--- config.mk ---
export PLATFORM = sky130hd
export DESIGN_NAME = soc_vga_scanout
export DESIGN_NICKNAME = d
export VERILOG_FILES = /design/src/rtl/soc_vga_scanout.sv
export SDC_FILE = /design/constraint.sdc
export NUM_CORES = 1
export LEC_CHECK = 0
export BUFFER_PORTS_ARGS = -buffer_cell sky130_fd_sc_hd__buf_2
export CORE_ASPECT_RATIO = 1.5
export CORE_MARGIN = 1.5
export CORE_UTILIZATION = 30
export CTS_CLUSTER_DIAMETER = 120
export DETAILED_ROUTE_END_ITERATION = 6
export PLACE_DENSITY = 0.43
export SETUP_SLACK_MARGIN = 0.4
export SLEW_MARGIN = 15
export SYNTH_ARGS = -nofsm -noshare
export SYNTH_HDL_FRONTEND = slang
export SYNTH_SLANG_ARGS = --single-unit
--- constraint.sdc ---
create_clock -name clk -period 4.7 [get_ports clk]
set_clock_uncertainty 0.15 [all_clocks]
set_input_delay 0.705 -clock clk [delete_from_list [all_inputs] [get_ports clk]]
set_output_delay 0.705 -clock clk [all_outputs]
set_load 0.02 [all_outputs]
--- src/rtl/soc_vga_scanout.sv ---
// rtl/soc_vga_scanout.sv - 640x480 VGA scan-out with RGB332 expansion and 2x replication
module soc_vga_scanout #(
  parameter int CLK_DIV     = 4,
  parameter int H_ACTIVE    = 640,
  parameter int H_FP        = 16,
  parameter int H_SYNC      = 96,
  parameter int H_BP        = 48,
  parameter int V_ACTIVE    = 480,
  parameter int V_FP        = 10,
  parameter int V_SYNC      = 2,
  parameter int V_BP        = 33,
  parameter int SCALE_SHIFT = 1,
  parameter int ADDR_WIDTH  = 32
) (
  input  logic                  clk,
  input  logic                  res,
  input  logic                  enable,
  input  logic [ADDR_WIDTH-1:0] fb_base,
  output logic [ADDR_WIDTH-1:0] fb_addr,
  input  logic [7:0]            fb_data,
  output logic [3:0]            vga_r,
  output logic [3:0]            vga_g,
  output logic [3:0]            vga_b,
  output logic                  vga_hs,
  output logic                  vga_vs,
  output logic                  vblank_irq
);

  localparam int H_TOTAL = H_ACTIVE + H_FP + H_SYNC + H_BP;
  localparam int V_TOTAL = V_ACTIVE + V_FP + V_SYNC + V_BP;
  localparam int FB_W    = H_ACTIVE >> SCALE_SHIFT;

  localparam int DIV_W = (CLK_DIV > 1) ? $clog2(CLK_DIV) : 1;
  localparam int H_W   = $clog2(H_TOTAL + 1);
  localparam int V_W   = $clog2(V_TOTAL + 1);

  localparam logic [DIV_W-1:0] DIV_LAST = DIV_W'(CLK_DIV - 1);

  localparam logic [H_W-1:0] H_LAST     = H_W'(H_TOTAL - 1);
  localparam logic [H_W-1:0] H_ACT      = H_W'(H_ACTIVE);
  localparam logic [H_W-1:0] H_SYNC_BEG = H_W'(H_ACTIVE + H_FP);
  localparam logic [H_W-1:0] H_SYNC_END = H_W'(H_ACTIVE + H_FP + H_SYNC);

  localparam logic [V_W-1:0] V_LAST     = V_W'(V_TOTAL - 1);
  localparam logic [V_W-1:0] V_ACT      = V_W'(V_ACTIVE);
  localparam logic [V_W-1:0] V_SYNC_BEG = V_W'(V_ACTIVE + V_FP);
  localparam logic [V_W-1:0] V_SYNC_END = V_W'(V_ACTIVE + V_FP + V_SYNC);
  localparam logic [V_W-1:0] V_MASK     = V_W'((1 << SCALE_SHIFT) - 1);

  localparam logic [ADDR_WIDTH-1:0] FB_STEP = ADDR_WIDTH'(FB_W);

  typedef enum logic {
    IDLE = 1'b0,
    RUN  = 1'b1
  } state_t;

  state_t state_q;
  state_t state_d;

  // Control decoded from the FSM: start latches the base, run_go lets the datapath advance
  logic start;
  logic run_go;

  logic [DIV_W-1:0]      div_q;
  logic [H_W-1:0]        h_cnt;
  logic [V_W-1:0]        v_cnt;
  logic [ADDR_WIDTH-1:0] line_base;
  // The first tick after enable only primes the fetch pipeline for pixel (0,0);
  // counters and outputs start moving from the second tick on.
  logic                  armed;

  logic                  tick;
  logic                  h_wrap;
  logic [H_W-1:0]        h_nxt;
  logic [V_W-1:0]        v_nxt;
  logic                  active;
  logic                  hs_pix;
  logic                  vs_pix;
  logic [3:0]            pix_r;
  logic [3:0]            pix_g;
  logic [3:0]            pix_b;

  // State register
  always_ff @(posedge clk or negedge res) begin
    if (!res) begin
      state_q <= IDLE;
    end else begin
      state_q <= state_d;
    end
  end

  // Next-state and control decode
  always_comb begin
    state_d = state_q;
    start   = 1'b0;
    run_go  = 1'b0;
    case (state_q)
      IDLE: begin
        if (enable) begin
          start   = 1'b1;
          state_d = RUN;
        end
      end
      RUN: begin
        if (enable) begin
          run_go = 1'b1;
        end else begin
          state_d = IDLE;
        end
      end
      default: state_d = IDLE;
    endcase
  end

  // Pixel-enable strobe, counter successors and per-pixel decode of the current position
  always_comb begin
    tick   = run_go && (div_q == DIV_LAST);
    h_wrap = (h_cnt == H_LAST);
    h_nxt  = h_wrap ? '0 : h_cnt + 1'b1;
    if (h_wrap) begin
      v_nxt = (v_cnt == V_LAST) ? '0 : v_cnt + 1'b1;
    end else begin
      v_nxt = v_cnt;
    end
    active = (h_cnt < H_ACT) && (v_cnt < V_ACT);
    hs_pix = !((h_cnt >= H_SYNC_BEG) && (h_cnt < H_SYNC_END));
    vs_pix = !((v_cnt >= V_SYNC_BEG) && (v_cnt < V_SYNC_END));
    pix_r  = {fb_data[7:5], fb_data[7]};
    pix_g  = {fb_data[4:2], fb_data[4]};
    pix_b  = {fb_data[1:0], fb_data[1:0]};
  end

  // Divider, raster counters, line addressing and the one-pixel output pipeline
  always_ff @(posedge clk or negedge res) begin
    if (!res) begin
      div_q      <= '0;
      h_cnt      <= '0;
      v_cnt      <= '0;
      armed      <= 1'b0;
      line_base  <= '0;
      fb_addr    <= '0;
      vga_r      <= '0;
      vga_g      <= '0;
      vga_b      <= '0;
      vga_hs     <= 1'b1;
      vga_vs     <= 1'b1;
      vblank_irq <= 1'b0;
    end else if (!run_go) begin
      // Idle, or leaving RUN: drop everything so a restart begins at (0,0)
      div_q      <= '0;
      h_cnt      <= '0;
      v_cnt      <= '0;
      armed      <= 1'b0;
      fb_addr    <= '0;
      vga_r      <= '0;
      vga_g      <= '0;
      vga_b      <= '0;
      vga_hs     <= 1'b1;
      vga_vs     <= 1'b1;
      vblank_irq <= 1'b0;
      if (start) begin
        line_base <= fb_base;
      end
    end else begin
      div_q      <= tick ? '0 : div_q + 1'b1;
      vblank_irq <= 1'b0;

      // Address follows the counters one clock later; it freezes outside the active area
      if (armed && active) begin
        fb_addr <= line_base + ADDR_WIDTH'(h_cnt >> SCALE_SHIFT);
      end

      if (tick) begin
        if (!armed) begin
          armed <= 1'b1;
        end else begin
          h_cnt <= h_nxt;
          v_cnt <= v_nxt;

          // A new frame base is only picked up at the frame wrap; otherwise step one
          // framebuffer line every 2^SCALE_SHIFT display lines.
          if (h_wrap) begin
            if (v_nxt == '0) begin
              line_base <= fb_base;
            end else if ((v_nxt < V_ACT) && ((v_nxt & V_MASK) == '0)) begin
              line_base <= line_base + FB_STEP;
            end
          end

          // Register the pixel the counters pointed at until now; its data arrived meanwhile
          vga_r  <= active ? pix_r : 4'h0;
          vga_g  <= active ? pix_g : 4'h0;
          vga_b  <= active ? pix_b : 4'h0;
          vga_hs <= hs_pix;
          vga_vs <= vs_pix;

          vblank_irq <= h_wrap && (v_nxt == V_ACT);
        end
      end
    end
  end

endmodule

# ---- Yosys cells after proc, flatten, opt, wreduce, memory -nomap -nowiden
# Cells that the tools add are included.
dict set report totals {
  memories 0
  mem_bits_rw 0
  elab_cells 94
  romBits 0
  latchBits 0
  output_inout_bits 47
  ff_bits 103
  input_bits 43
}
dict set report classes {
  div_mod_pow 0
  reduce_logical 14
  n_bitwise 0
  n_eq_ne 9
  n_mux 46
  add_sub_neg 5
  n_lt_le_gt_ge 7
  shifts 0
  multipliers 0
}
# operator n
set ops {}
lappend ops {{$mux 32} 9}
lappend ops {{$mux 10} 9}
lappend ops {{$mux 4} 12}
lappend ops {{$add 32x9->32} 1}
lappend ops {{$add 32x9->32 const B} 1}
lappend ops {{$lt 10x9->1 const B} 3}
lappend ops {{$add 10x1->10 const B} 2}
lappend ops {{$eq 10x10->1 const B} 2}
lappend ops {{$logic_not 10->1} 2}
lappend ops {{$lt 10x10->1 const B} 2}
lappend ops {{$mux 1} 14}
lappend ops {{$eq 10x9->1 const B} 1}
lappend ops {{$ge 10x10->1 const B} 1}
lappend ops {{$ge 10x9->1 const B} 1}
lappend ops {{$ne 2x1->1 const B} 4}
lappend ops {{$logic_and 1x1->1} 7}
lappend ops {{$reduce_and 5->1} 1}
lappend ops {{$mux 2} 2}
lappend ops {{$ne 3x1->1 const B} 1}
lappend ops {{$add 2x1->2 const B} 1}
lappend ops {{$eq 2x2->1 const B} 1}
lappend ops {{$logic_not 1->1} 2}
lappend ops {{$reduce_and 2->1} 1}
lappend ops {{$reduce_bool 2->1} 1}

# ---- Longest topological paths before layout
# Gate-level depths: netlist of the first run.
dict set report logic_depth {
  depth_word 11
  mapped_depth 13
}

# ---- Worst setup path after synthesis of the first run
# Ideal clock, no wire load.
dict set report synth_path {
  path_type {register to register}
  start {register v_cnt[0]}
  end {register line_base[1]}
  required_ps 4425
  path_stages_with_launch 12
  path_slack_ps 1856
  arrival_time_ps 2569
  period_less_slack_ps 2844
  path_cell_list {dfrtp_1 -> clkbuf_1 -> inv_1 -> ha_1 -> nand4bb_1 -> or3_4 -> o311ai_2 -> nand3_4 -> o41ai_4 -> nand2_2 -> buf_6 -> mux2_4}
}
dict set report synth_via {
  elab_chain_len 9
}
# element line_no
set synth_rtl {}
lappend synth_rtl {{start: declaration} 66} ;# logic [V_W-1:0] v_cnt;
lappend synth_rtl {{start signal: assignment} 178} ;# v_cnt <= v_nxt;
lappend synth_rtl {{$add 10x1->10 or $eq 10x10->1 (tied branches)} 121} ;# v_nxt = (v_cnt == V_LAST) ? '0 : v_cnt + 1'b1;
lappend synth_rtl {{$mux 10} 121}
lappend synth_rtl {{$mux 10 (*)} 120} ;# if (h_wrap) begin
lappend synth_rtl {{parallel branches: the longest is 6 deep, another holds $lt 10x9->1} n/a}
lappend synth_rtl {{end signal: assignment} 162} ;# line_base <= fb_base;
lappend synth_rtl {{end signal: assignment} 184} ;# line_base <= fb_base;
lappend synth_rtl {{end signal: assignment} 186} ;# line_base <= line_base + FB_STEP;
lappend synth_rtl {{end: declaration} 67} ;# logic [ADDR_WIDTH-1:0] line_base;
# Every way passes the cells marked *. The select of a mux whose other input is x is not followed.
# A chain may end at the register's enable or synchronous reset.

# ---- Final worst setup path of the first run
dict set report layout_path {
  start {register v_cnt[0]}
  end {register line_base[2]}
}
# The elaborated chain is that of the path after synthesis.

==> flow_metrics.env, run 1 <==
export IMPL_yosysTopAreaCellShare_pct=40.6
export IMPL_num_io_pins=90
export IMPL_combPwrFrac_pct=10.1
export IMPL_sequentialPowerShare_pct=47.6
export IMPL_arrival_ns=3.66
export IMPL_netlist_instances=682
export IMPL_cts_htree_levels=3
export IMPL_rsz0062_at_grt="no"
export IMPL_hold_viol_final=0
export IMPL_rr_worst_depth=9
export IMPL_seq_area_um2=2480
export IMPL_overflow=0
export IMPL_fin_ws_ns=1.13
export IMPL_yosysTopAreaCell="dfrtp_1"
export IMPL_grt_pass1_vias=5410
export IMPL_power_switching_mw=0.529
export IMPL_slew_headroom_pct=34.2
export IMPL_dp_hpwl_mm=12.9
export IMPL_fin_nets=800
export IMPL_multi_input_area_um2=3230
export IMPL_crit_path_max_incr_delay_ns=0.75
export IMPL_antennaDiodeCount=0
export IMPL_setup_tns_ns=0
export IMPL_reg2reg_from="v_cnt[0]"
export IMPL_vdd_ir_drop_max_v=0.000169
export IMPL_finalSetupViolCount=0
export IMPL_place_ws_ns=1.15
export IMPL_cts_buffers=9
export IMPL_synthFlopType="dfrtp_1"
export IMPL_min_delay_path_class="input port to async pin"
export IMPL_clockBufferDepth=2
export IMPL_final_layout_size_suffix_gt1_share_pct=18.1
export IMPL_end_kind="register"
export IMPL_drtIter0Drc=315
export IMPL_rrSetupSlack_ns=1.13
export IMPL_antenna_found_initial=0
export IMPL_netlist_area_um2=5990
export IMPL_gp_congestion=0.861
export IMPL_gr_usage_all_layers_pct=17.6
export IMPL_post_cts_repair_setup_buffers=0
export IMPL_period_share_pct=75.9
export IMPL_syn_area_per_cell_um2=8.78
export IMPL_max_cap_violations=0
export IMPL_clkPwrFrac_pct=42.3
export IMPL_synth_edf_count=0
export IMPL_seq_area_frac_synth_pct=41.4
export IMPL_drc=0
export IMPL_die_w_um=118
export IMPL_final_cell_mix="dfrtp_1, buf_2, nor2_1"
export IMPL_area_growth_pct=15.8
export IMPL_fin_crit_ns=3.57
export IMPL_ctsResizeCount=0
export IMPL_crit_required_ns=4.79
export IMPL_critPathKind="register to register"
export IMPL_wirelength_mm=17.7
export IMPL_path_max_fanout=12
export IMPL_antenna_left=0
export IMPL_die_y_um=176
export IMPL_start_util_pct=30.5
export IMPL_port_buffers=89
export IMPL_start_kind="register"
export IMPL_worst_skew_pair_late_latency_ns=0.36
export IMPL_root_buffer="clkbuf_16"
export IMPL_swShare_pct=26.7
export IMPL_synthArstFlopShare_pct=100
export IMPL_outcome="complete, no violations"
export IMPL_firstDrtPassIters=5
export IMPL_rows=63
export IMPL_num_vias=5229
export IMPL_grt_pass1_wl_mm=29.0
export IMPL_cts_tree="done"
export IMPL_maxSlewViolCount=0
export IMPL_internal_power_mw=1.45
export IMPL_grt_max_degree=56
export IMPL_final_common_cell="dfrtp_1"
export IMPL_cts_hold_buffers_added=0
export IMPL_dieArea_um2=20800
export IMPL_fmax_mhz=280
export IMPL_path_cells="inv_1 > ha_1 > nand4bb_1 > nor3_2 > o31a_1 > nand3_4 > o41ai_4 > nand2_2 > mux2_4"
export IMPL_powerDensity_nw_per_um2=286
export IMPL_routed_via_density=5.20
export IMPL_synthTopCellsByArea="dfrtp_1, o21ai_0, a21oi_1, nor2_1, nand2_1"
export IMPL_nFillCells=2032
export IMPL_r2r_end="line_base[2]"
export IMPL_worst_pin_slew_ns=0.988
export IMPL_ys_warn_count=0
export IMPL_critPathSlowestCell="o41ai_4"
export IMPL_clock_sinks=99
export IMPL_coreArea_um2=19600
export IMPL_yosysUniqueCellTypes=70
export IMPL_syn_nets=741
export IMPL_power_leakage_nw=2.99
export IMPL_avgRoutedWirePerCell_um=17.6
export IMPL_synth_seq_cells=99
export IMPL_clk_pin_slew_ns=0.07
worst max-delay path by stage:
stage,slack [ns],startpoint,cells past startpoint,to
floorplan,1.86,v_cnt[0],11,line_base[1]
global placement,1.25,v_cnt[0],9,line_base[1]
detailed placement,1.15,v_cnt[0],9,line_base[2]
CTS,1.12,v_cnt[0],9,line_base[2]
global route,0.85,v_cnt[0],9,line_base[2]
finish,1.13,v_cnt[0],9,line_base[2]
routing by layer:
metal / global-route usage, % / part of all wire (%) / vias up
met3: 3.23 / 3.8 / 26
met4: 6.96 / 2.6 / 0
met5: 0 / 0 / -
li1: - / - / 2544
met2: 31.7 / 51 / 151
met1: 20.6 / 42 / 2508
cell usage after synthesis, types with 3 or more instances:
cell       number
nand2_1        65
buf_2          10
buf_1           5
inv_1          15
o21ai_0        56
nor4_1          6
and2_1         10
a211oi_1       11
clkbuf_1       27
nor2b_1         7
nand4_1        12
and3_1         17
mux2_4          5
a31oi_1         4
a22oi_1         5
o21ai_1        15
nand3b_1        4
mux2i_1        15
a21oi_1        52
xnor2_1        24
a22o_1          8
nor3_1         19
a21o_1          4
or3_1           6
buf_4           5
o2bb2ai_1       3
nand3_1        30
and4_1          3
nor2_1         67
ha_1           15
xor2_1         14
dfrtp_1        97
worst max-delay path, delay by kind of cell (launching register included):
kind            cells  cell delay (ns)
compound gates      2             0.98
fa+ha+maj           1             0.16
buf+inv             1             0.15
flops               1             0.50
mux                 1             0.38
simple gates        4             1.12
power groups by stage:
stage | registers, mW | clock network (mW) | logic, mW
after floorplan | 0.928 | 0 | 0.145
after global placement | 0.957 | 0 | 0.203
after detailed placement | 0.957 | 0 | 0.204
after CTS | 0.940 | 0.867 | 0.206
after global routing | 0.949 | 0.901 | 0.228
final | 0.942 | 0.838 | 0.200
per-stage QoR:
step	std cells	util, %	area (um2)	hold WS [ns]	power [mW]
floorplan	682	-	5990	0.259	1.07
global placement	990	33.6	6600	0.282	1.16
detailed placement	990	33.6	6600	0.289	1.16
CTS	1006	35.3	6930	0.132	2.01
global route	1006	35.3	6930	0.142	2.08
finish	1006	35.3	6930	0.126	1.98
cell type report:
| type | instances | area share [%] |
|---|---|---|
| Clock inverter | 6 | 1.28 |
| Multi-Input combinational cell | 519 | 46.7 |
| Sequential cell | 99 | 35.8 |
| Tap cell | 260 | 4.69 |
| Timing Repair Buffer | 97 | 7.33 |
| Clock buffer | 10 | 3.45 |
| Inverter | 15 | 0.812 |
cells by family after synthesis:
kind of cell,count (synthesis),synth area share [%]
buffers and inverters,64,4.79
and+or+nand+nor,262,21.9
DFF,99,41.4
adders and majority gates,16,3.47
xor gates and xnor gates,38,5.56
muxes,22,4.14
AOI/OAI and AO/OA,181,18.7
state kept, by name (all words and copies together), names as in the netlist:
signal	flops
v_cnt	10
vblank_irq	1
vga_g	3
fb_addr	32
vga_b	2
armed	1
vga_hs	1
line_base	32
h_cnt	10
state_q	1
vga_vs	1
vga_r	3
div_q	2
Power figures use the tool's default switching activity.
==> run 2: changes to the inputs <==
--- a/config.mk
+++ b/config.mk
@@ -5,13 +5,14 @@
 export SDC_FILE = /design/constraint.sdc
 export NUM_CORES = 1
 export LEC_CHECK = 0
+export ABC_AREA = 1
 export BUFFER_PORTS_ARGS = -buffer_cell sky130_fd_sc_hd__buf_2
 export CORE_ASPECT_RATIO = 1.5
 export CORE_MARGIN = 1.5
 export CORE_UTILIZATION = 30
 export CTS_CLUSTER_DIAMETER = 120
 export DETAILED_ROUTE_END_ITERATION = 6
-export PLACE_DENSITY = 0.43
+export PLACE_DENSITY = 0.45
 export SETUP_SLACK_MARGIN = 0.4
 export SLEW_MARGIN = 15
 export SYNTH_ARGS = -nofsm -noshare
==> constraint.sdc (replaced) <==
create_clock -name clk -period 3.2 [get_ports clk]
set_clock_uncertainty 0.15 [all_clocks]
set_input_delay 0.48 -clock clk [delete_from_list [all_inputs] [get_ports clk]]
set_output_delay 0.48 -clock clk [all_outputs]
set_load 0.02 [all_outputs]
==> run 2 against run 1 <==
Synthesized cell count increased by 25%. Sequential power grew 50%. Final cell count up 21%. Maximum frequency increased by 34%. Die area rose by 3.9%. Power is 56% higher. Area after synthesis up 4.0%. Utilization grew 1.2 points. Largest cell class unchanged. Highest routed layer unchanged.
==> flow_metrics.env, run 2 <==
export IMPL_wirelength_mm=21.2
export IMPL_cts_htree_levels=3
export IMPL_synthTopCellsByArea="dfrtp_1, nand2_1, nand3_1, nor2_1, inv_1"
export IMPL_syn_nets=914
export IMPL_path_cells="ha_1 > nand3_1 > nand2_1 > a21oi_1 > o21ai_1 > a21oi_1 > buf_4 > nor2_1 > nand3_1 > nand2_1 > o21ai_1"
export IMPL_powerDensity_nw_per_um2=417
export IMPL_period_share_pct=83.3
export IMPL_arrival_ns=2.77
export IMPL_multi_input_area_um2=3330
export IMPL_num_io_pins=90
export IMPL_vdd_ir_drop_max_v=0.000260
export IMPL_yosysUniqueCellTypes=43
export IMPL_coreArea_um2=20300
export IMPL_worst_pin_slew_ns=0.651
export IMPL_min_delay_path_class="input port to register"
export IMPL_yosysTopAreaCellShare_pct=39.0
export IMPL_outcome="complete, no violations"
export IMPL_grt_pass1_vias=5975
export IMPL_path_max_fanout=5
export IMPL_worst_skew_pair_late_latency_ns=0.36
export IMPL_setup_tns_ns=0
export IMPL_synthArstFlopShare_pct=100
export IMPL_hold_path_depth=1
export IMPL_hp_start="enable"
export IMPL_antennaDiodeCount=0
export IMPL_design_power_total_mw=3.10
export IMPL_antenna_left=0
export IMPL_end_kind="register"
export IMPL_holdWs_ns=0.130
export IMPL_place_ws_ns=0.344
export IMPL_fin_crit_ns=2.67
export IMPL_max_cap_violations=0
export IMPL_rsz0062_at_grt="no"
export IMPL_synthAdderAreaFrac_pct=3.34
export IMPL_overflow=0
export IMPL_synthFlopType="dfrtp_1"
export IMPL_min_to="state_q"
export IMPL_netlist_instances=855
export IMPL_hold_viol_final=0
export IMPL_cts_buffers=9
export IMPL_routed_via_density=4.93
export IMPL_crit_required_ns=3.30
export IMPL_crit_buf_inv=1
export IMPL_final_cell_mix="nand2_1, dfrtp_1, nand3_1"
export IMPL_post_synth_and_or_nand_nor_area_fraction_pct=35.1
export IMPL_yosys_area_share_xor_xnor_pct=4.08
export IMPL_syn_area_per_cell_um2=7.28
export IMPL_fin_nets=1006
export IMPL_instances_no_fill=1215
export IMPL_firstDrtPassIters=4
export IMPL_port_buffers=89
export IMPL_sequentialPowerShare_pct=45.6
export IMPL_fmax_mhz=375
export IMPL_cp_depth=11
export IMPL_synth_seq_cells=99
export IMPL_swShare_pct=28.1
export IMPL_num_vias=5986
export IMPL_drtIter0Drc=315
export IMPL_synth_compound_area_share_pct=10.3
export IMPL_drc=0
export IMPL_final_common_cell="nand2_1"
export IMPL_crit_path_max_incr_delay_ns=0.47
export IMPL_clock_sinks=99
export IMPL_gp_congestion=0.864
export IMPL_largestRegisters="fb_addr (32), line_base (32)"
export IMPL_power_switching_mw=0.871
export IMPL_synth_top_family_by_area="simple AND/OR/NAND/NOR gates"
export IMPL_avgRoutedWirePerCell_um=17.5
export IMPL_synthMuxAreaShare_pct=0
export IMPL_rows=64
export IMPL_final_layout_size_suffix_gt1_share_pct=17.1
export IMPL_die_y_um=179
export IMPL_root_buffer="clkbuf_16"
export IMPL_clk_pin_slew_ns=0.08
export IMPL_r2r_end="fb_addr[27]"
export IMPL_start_util_pct=30.6
export IMPL_critPathSlowestCell="dfrtp_1"
export IMPL_synth_edf_count=0
export IMPL_grt_max_degree=71
export IMPL_placed_cells=1198
export IMPL_seq_area_frac_synth_pct=39.8
export IMPL_ys_top_cells_by_count="nand2_1, dfrtp_1, nand3_1"
export IMPL_maxSlewViolCount=0
export IMPL_finalSetupViolCount=0
export IMPL_crit_family="simple AND/OR/NAND/NOR gates"
export IMPL_fin_ws_ns=0.534
export IMPL_grt_pass1_wl_mm=33.0
export IMPL_antenna_found_initial=0
export IMPL_critPathKind="register to register"
export IMPL_clkPwrFrac_pct=40.7
export IMPL_yosysMostFrequentCell="nand2_1"
export IMPL_dp_hpwl_mm=16.0
export IMPL_clockBufferDepth=2
export IMPL_start_kind="register"
export IMPL_area_growth_pct=19.2
export IMPL_power_leakage_nw=3.71
export IMPL_yosysTopAreaCell="dfrtp_1"
export IMPL_nFillCells=2208
export IMPL_rr_worst_depth=11
export IMPL_internal_power_mw=2.23
export IMPL_gr_usage_all_layers_pct=19.9
export IMPL_combPwrFrac_pct=13.7
export IMPL_rrSetupSlack_ns=0.53
export IMPL_die_w_um=121
export IMPL_slew_headroom_pct=56.3
export IMPL_reg2reg_from="h_cnt[3]"
export IMPL_cts_tree="done"
export IMPL_netlist_area_um2=6220
export IMPL_seq_area_um2=2480
export IMPL_dieArea_um2=21600
export IMPL_ys_warn_count=0
[run 2: stage by stage]
step / utilization, % / cell area (um2)
after floorplan: - / 6220
after global placement: 34.5 / 7010
after detailed placement: 34.5 / 7010
after CTS: 36.2 / 7360
after global routing: 36.5 / 7420
final: 36.5 / 7420
[run 2: cell type report]
cell class	count	share of cell area, %
Multi-Input combinational cell	650	44.9
Sequential cell	99	33.4
Timing Repair Buffer	115	9.17
Tap cell	264	4.45
Inverter	72	3.64
Clock buffer	10	3.08
Clock inverter	5	1.38
[run 2: routing by layer]
| layer | global-route usage (%) | vias up | wire [um] | part of all wire, % |
|---|---|---|---|---|
| li1 | - | 2975 | - | - |
| met3 | 3.17 | 38 | 547 | 2.6 |
| met1 | 21.8 | 2859 | 8160 | 38 |
| met2 | 37.3 | 114 | 11700 | 55 |
| met4 | 8.52 | 0 | 831 | 3.9 |
| met5 | 0 | - | 0 | 0 |
[run 2: worst reg2reg max path: cells and delay by family (launching register included)]
kind | cells | cell delay (ns)
buffers and inverters | 1 | 0.17
AO/OA/AOI/OAI | 4 | 0.57
adder cells (fa/ha/maj) | 1 | 0.40
AND/OR/NAND/NOR | 5 | 0.82
flip-flops | 1 | 0.47
[run 2: timing repair]
| action | CTS | global route |
|---|---|---|
| endpoints found under the hold margin | 27 | 0 |
| setup buffers | 0 | 1 |
| pin swaps | 0 | 1 |
| hold buffers | 1 | 0 |
| resized for setup | 3 | 16 |
| setup endpoints to repair | 23 | 40 |
[run 2: worst max path at each step]
stage	startpoint	to	slack, ns
final	h_cnt[3]	fb_addr[27]	0.53
after global routing	v_cnt[1]	line_base[25]	0.40
after CTS	h_cnt[3]	fb_addr[30]	0.42
after detailed placement	h_cnt[3]	fb_addr[30]	0.34
after global placement	h_cnt[3]	fb_addr[30]	0.37
after floorplan	h_cnt[3]	fb_addr[20]	0.91
[run 2: kinds of logic after synthesis]
logic type / count (synthesis)
flops: 99
compound gates: 107
buf+inv: 106
fa+ha+maj: 16
simple gates: 498
xor+xnor: 29
[run 2: power by group through the flow]
stage          combinational (mW)  clock, mW  sequential, mW
3_5_place_dp                0.421          0            1.43
3_3_place_gp                0.420          0            1.44
2_1_floorplan               0.275          0            1.39
5_1_grt                     0.479       1.36            1.42
6_report                    0.425       1.26            1.41
4_1_cts                     0.427       1.30            1.41
==> run 3: changes to the inputs <==
--- a/config.mk
+++ b/config.mk
@@ -5,7 +5,7 @@
 export SDC_FILE = /design/constraint.sdc
 export NUM_CORES = 1
 export LEC_CHECK = 0
-export ABC_AREA = 1
+export ABC_AREA = 0
 export BUFFER_PORTS_ARGS = -buffer_cell sky130_fd_sc_hd__buf_2
 export CORE_ASPECT_RATIO = 1.5
 export CORE_MARGIN = 1.5
==> constraint.sdc (replaced) <==
create_clock -name clk -period 2.3 [get_ports clk]
set_clock_uncertainty 0.15 [all_clocks]
set_input_delay 0.345 -clock clk [delete_from_list [all_inputs] [get_ports clk]]
set_output_delay 0.345 -clock clk [all_outputs]
set_load 0.02 [all_outputs]
==> run 3 against run 2 <==
The flow now finishes with violations (setup timing). Clock power increased by 21%. First-iteration DRC count decreased by 33%. Design area increased by 24%. Highest routed layer unchanged. Non-clock buffer count increased by 130. Critical path depth decreased by 1. Die area decreased by 3.8%. Via count decreased by 0.92%. Register-to-register slack got worse by 1.1 ns. Combinational power increased by 58%. Wire length decreased by 3.0%. Power increased by 32%. Sequential cell count unchanged.
==> flow_metrics.env, run 3 (synthesis results as in run 1) <==
export IMPL_gp_congestion=0.851
export IMPL_worst_pin_slew_ns=0.572
export IMPL_finalSetupViolCount=58
export IMPL_path_max_fanout=6
export IMPL_clockBufferDepth=2
export IMPL_coreArea_um2=19600
export IMPL_crit_path_start="v_cnt[5]"
export IMPL_reg2reg_from="v_cnt[5]"
export IMPL_overflow=0
export IMPL_antenna_found_initial=0
export IMPL_worst_skew_pair_late_latency_ns=0.36
export IMPL_routed_via_density=5.14
export IMPL_powerDensity_nw_per_um2=445
export IMPL_final_common_cell="buf_4"
export IMPL_holdWs_ns=0.0555
export IMPL_start_kind="register"
export IMPL_largestRegisters="fb_addr (32), line_base (32)"
export IMPL_antenna_left=0
export IMPL_arrival_ns=2.97
export IMPL_root_buffer="clkbuf_16"
export IMPL_r2r_end="line_base[30]"
export IMPL_rr_worst_depth=10
export IMPL_max_cap_violations=0
export IMPL_gr_usage_all_layers_pct=19.5
export IMPL_final_cell_mix="buf_4, dfrtp_1, buf_2"
export IMPL_crit_required_ns=2.43
export IMPL_rrSetupSlack_ns=-0.54
export IMPL_start_util_pct=30.5
export IMPL_grt_pass1_vias=6179
export IMPL_drc=0
export IMPL_cts_tree="done"
export IMPL_design_power_total_mw=4.09
export IMPL_placed_area_um2=7720
export IMPL_die_y_um=176
export IMPL_critPathKind="register to register"
export IMPL_avgRoutedWirePerCell_um=17.9
export IMPL_end_kind="register"
export IMPL_wirelength_mm=20.6
export IMPL_die_w_um=118
export IMPL_cts_buffers=9
export IMPL_rows=63
export IMPL_rsz0062_at_grt="yes"
export IMPL_grt_max_degree=41
export IMPL_fin_ws_ns=-0.543
export IMPL_violations="setup timing"
export IMPL_final_layout_size_suffix_gt1_share_pct=45.6
export IMPL_fin_nets=949
export IMPL_place_ws_ns=-0.515
export IMPL_placed_cells=1097
export IMPL_period_share_pct=124
export IMPL_utilization_pct=46.8
export IMPL_antennaDiodeCount=0
export IMPL_outcome="finished with violations"
export IMPL_final_cell_area_um2=9180
export IMPL_clk_pin_slew_ns=0.08
export IMPL_dieArea_um2=20800
export IMPL_clock_sinks=99
export IMPL_firstDrtPassIters=4
export IMPL_num_vias=5931
export IMPL_min_delay_path_class="input port to register"
export IMPL_critical_path_endpoint="line_base[30]"
export IMPL_cts_htree_levels=3
export IMPL_fin_crit_ns=2.84
export IMPL_maxSlewViolCount=0
export IMPL_num_io_pins=90
export IMPL_fmax_mhz=352
export IMPL_port_buffers=89
export IMPL_setup_tns_ns=-22.88
export IMPL_vdd_ir_drop_max_v=0.000294
export IMPL_dp_hpwl_mm=14.4
export IMPL_drtIter0Drc=212
export IMPL_power_leakage_nw=3.98
export IMPL_area_growth_pct=53.4
export IMPL_slew_headroom_pct=61.9
export IMPL_instances_no_fill=1155
export IMPL_grt_pass1_wl_mm=31.9
export IMPL_hold_viol_final=0
run 3: changes by cell type in the layout (fill, tap and decap cells not counted), moves of 11 or more:
cell and delta:
a21oi_2 +14, and3_1 +17, buf_4 +83, buf_6 +37
inv_1 -52, mux2i_1 +14, nand2_1 -226, nand3_1 -71
nor2_1 -13, o21ai_0 +11, o22ai_1 -12, xnor2_2 +14
run 3: worst min path at each step:
| stage | endpoint | from | depth (start not counted) |
|---|---|---|---|
| after floorplan | armed | res | 0 |
| after global placement | fb_addr[3] | res | 1 |
| after detailed placement | fb_addr[3] | res | 1 |
| after CTS | vga_g[0] | fb_data[4] | 2 |
| after global routing | vga_b[1] | fb_data[1] | 2 |
| final | vga_b[1] | fb_data[1] | 2 |
run 3: layout make-up:
class | instances | area, um2
clock buffers | 9 | 225
clock inverters | 7 | 60.1
fillers | 1900 | 10400
inverters | 15 | 61.3
multi-input cells | 520 | 4100
flip-flops and latches | 99 | 2480
well taps | 260 | 325
repair buffers | 245 | 1920
run 3: repair_timing:
item                                    4_1_cts  5_1_grt
gates cloned                                  2        3
gates resized for setup                      83      103
hold buffers                                  2        0
endpoints found under the hold margin        29        0
endpoints found under the setup margin       78       91
pin swaps                                    29       55
buffers inserted                             21       14
run 3: layer usage:
layer	vias to the layer above	track usage, %	share of wire (%)
met5	-	0	0
met4	0	7.93	2.7
met3	36	2.87	3.2
met2	124	35.8	54
met1	2922	22.5	40
li1	2849	-	-
run 3: critical path: stages, from the launching register on:
cell,delay (ns)
dfrtp_1,0.38
or3_4,0.43
or3_4,0.43
o311ai_4,0.12
nand3_4,0.15
buf_6,0.15
o41a_4,0.44
buf_4,0.19
nand3b_1,0.08
o21ai_1,0.06
a22oi_1,0.17
run 3: power breakdown:
group | internal, mW | leakage [nW] | switching (mW) | total (mW)
clock network | 0.752 | 0.131 | 0.763 | 1.52
logic | 0.316 | 2.55 | 0.356 | 0.672
registers | 1.81 | 1.29 | 0.0904 | 1.90
total | 2.88 | 3.98 | 1.21 | 4.09
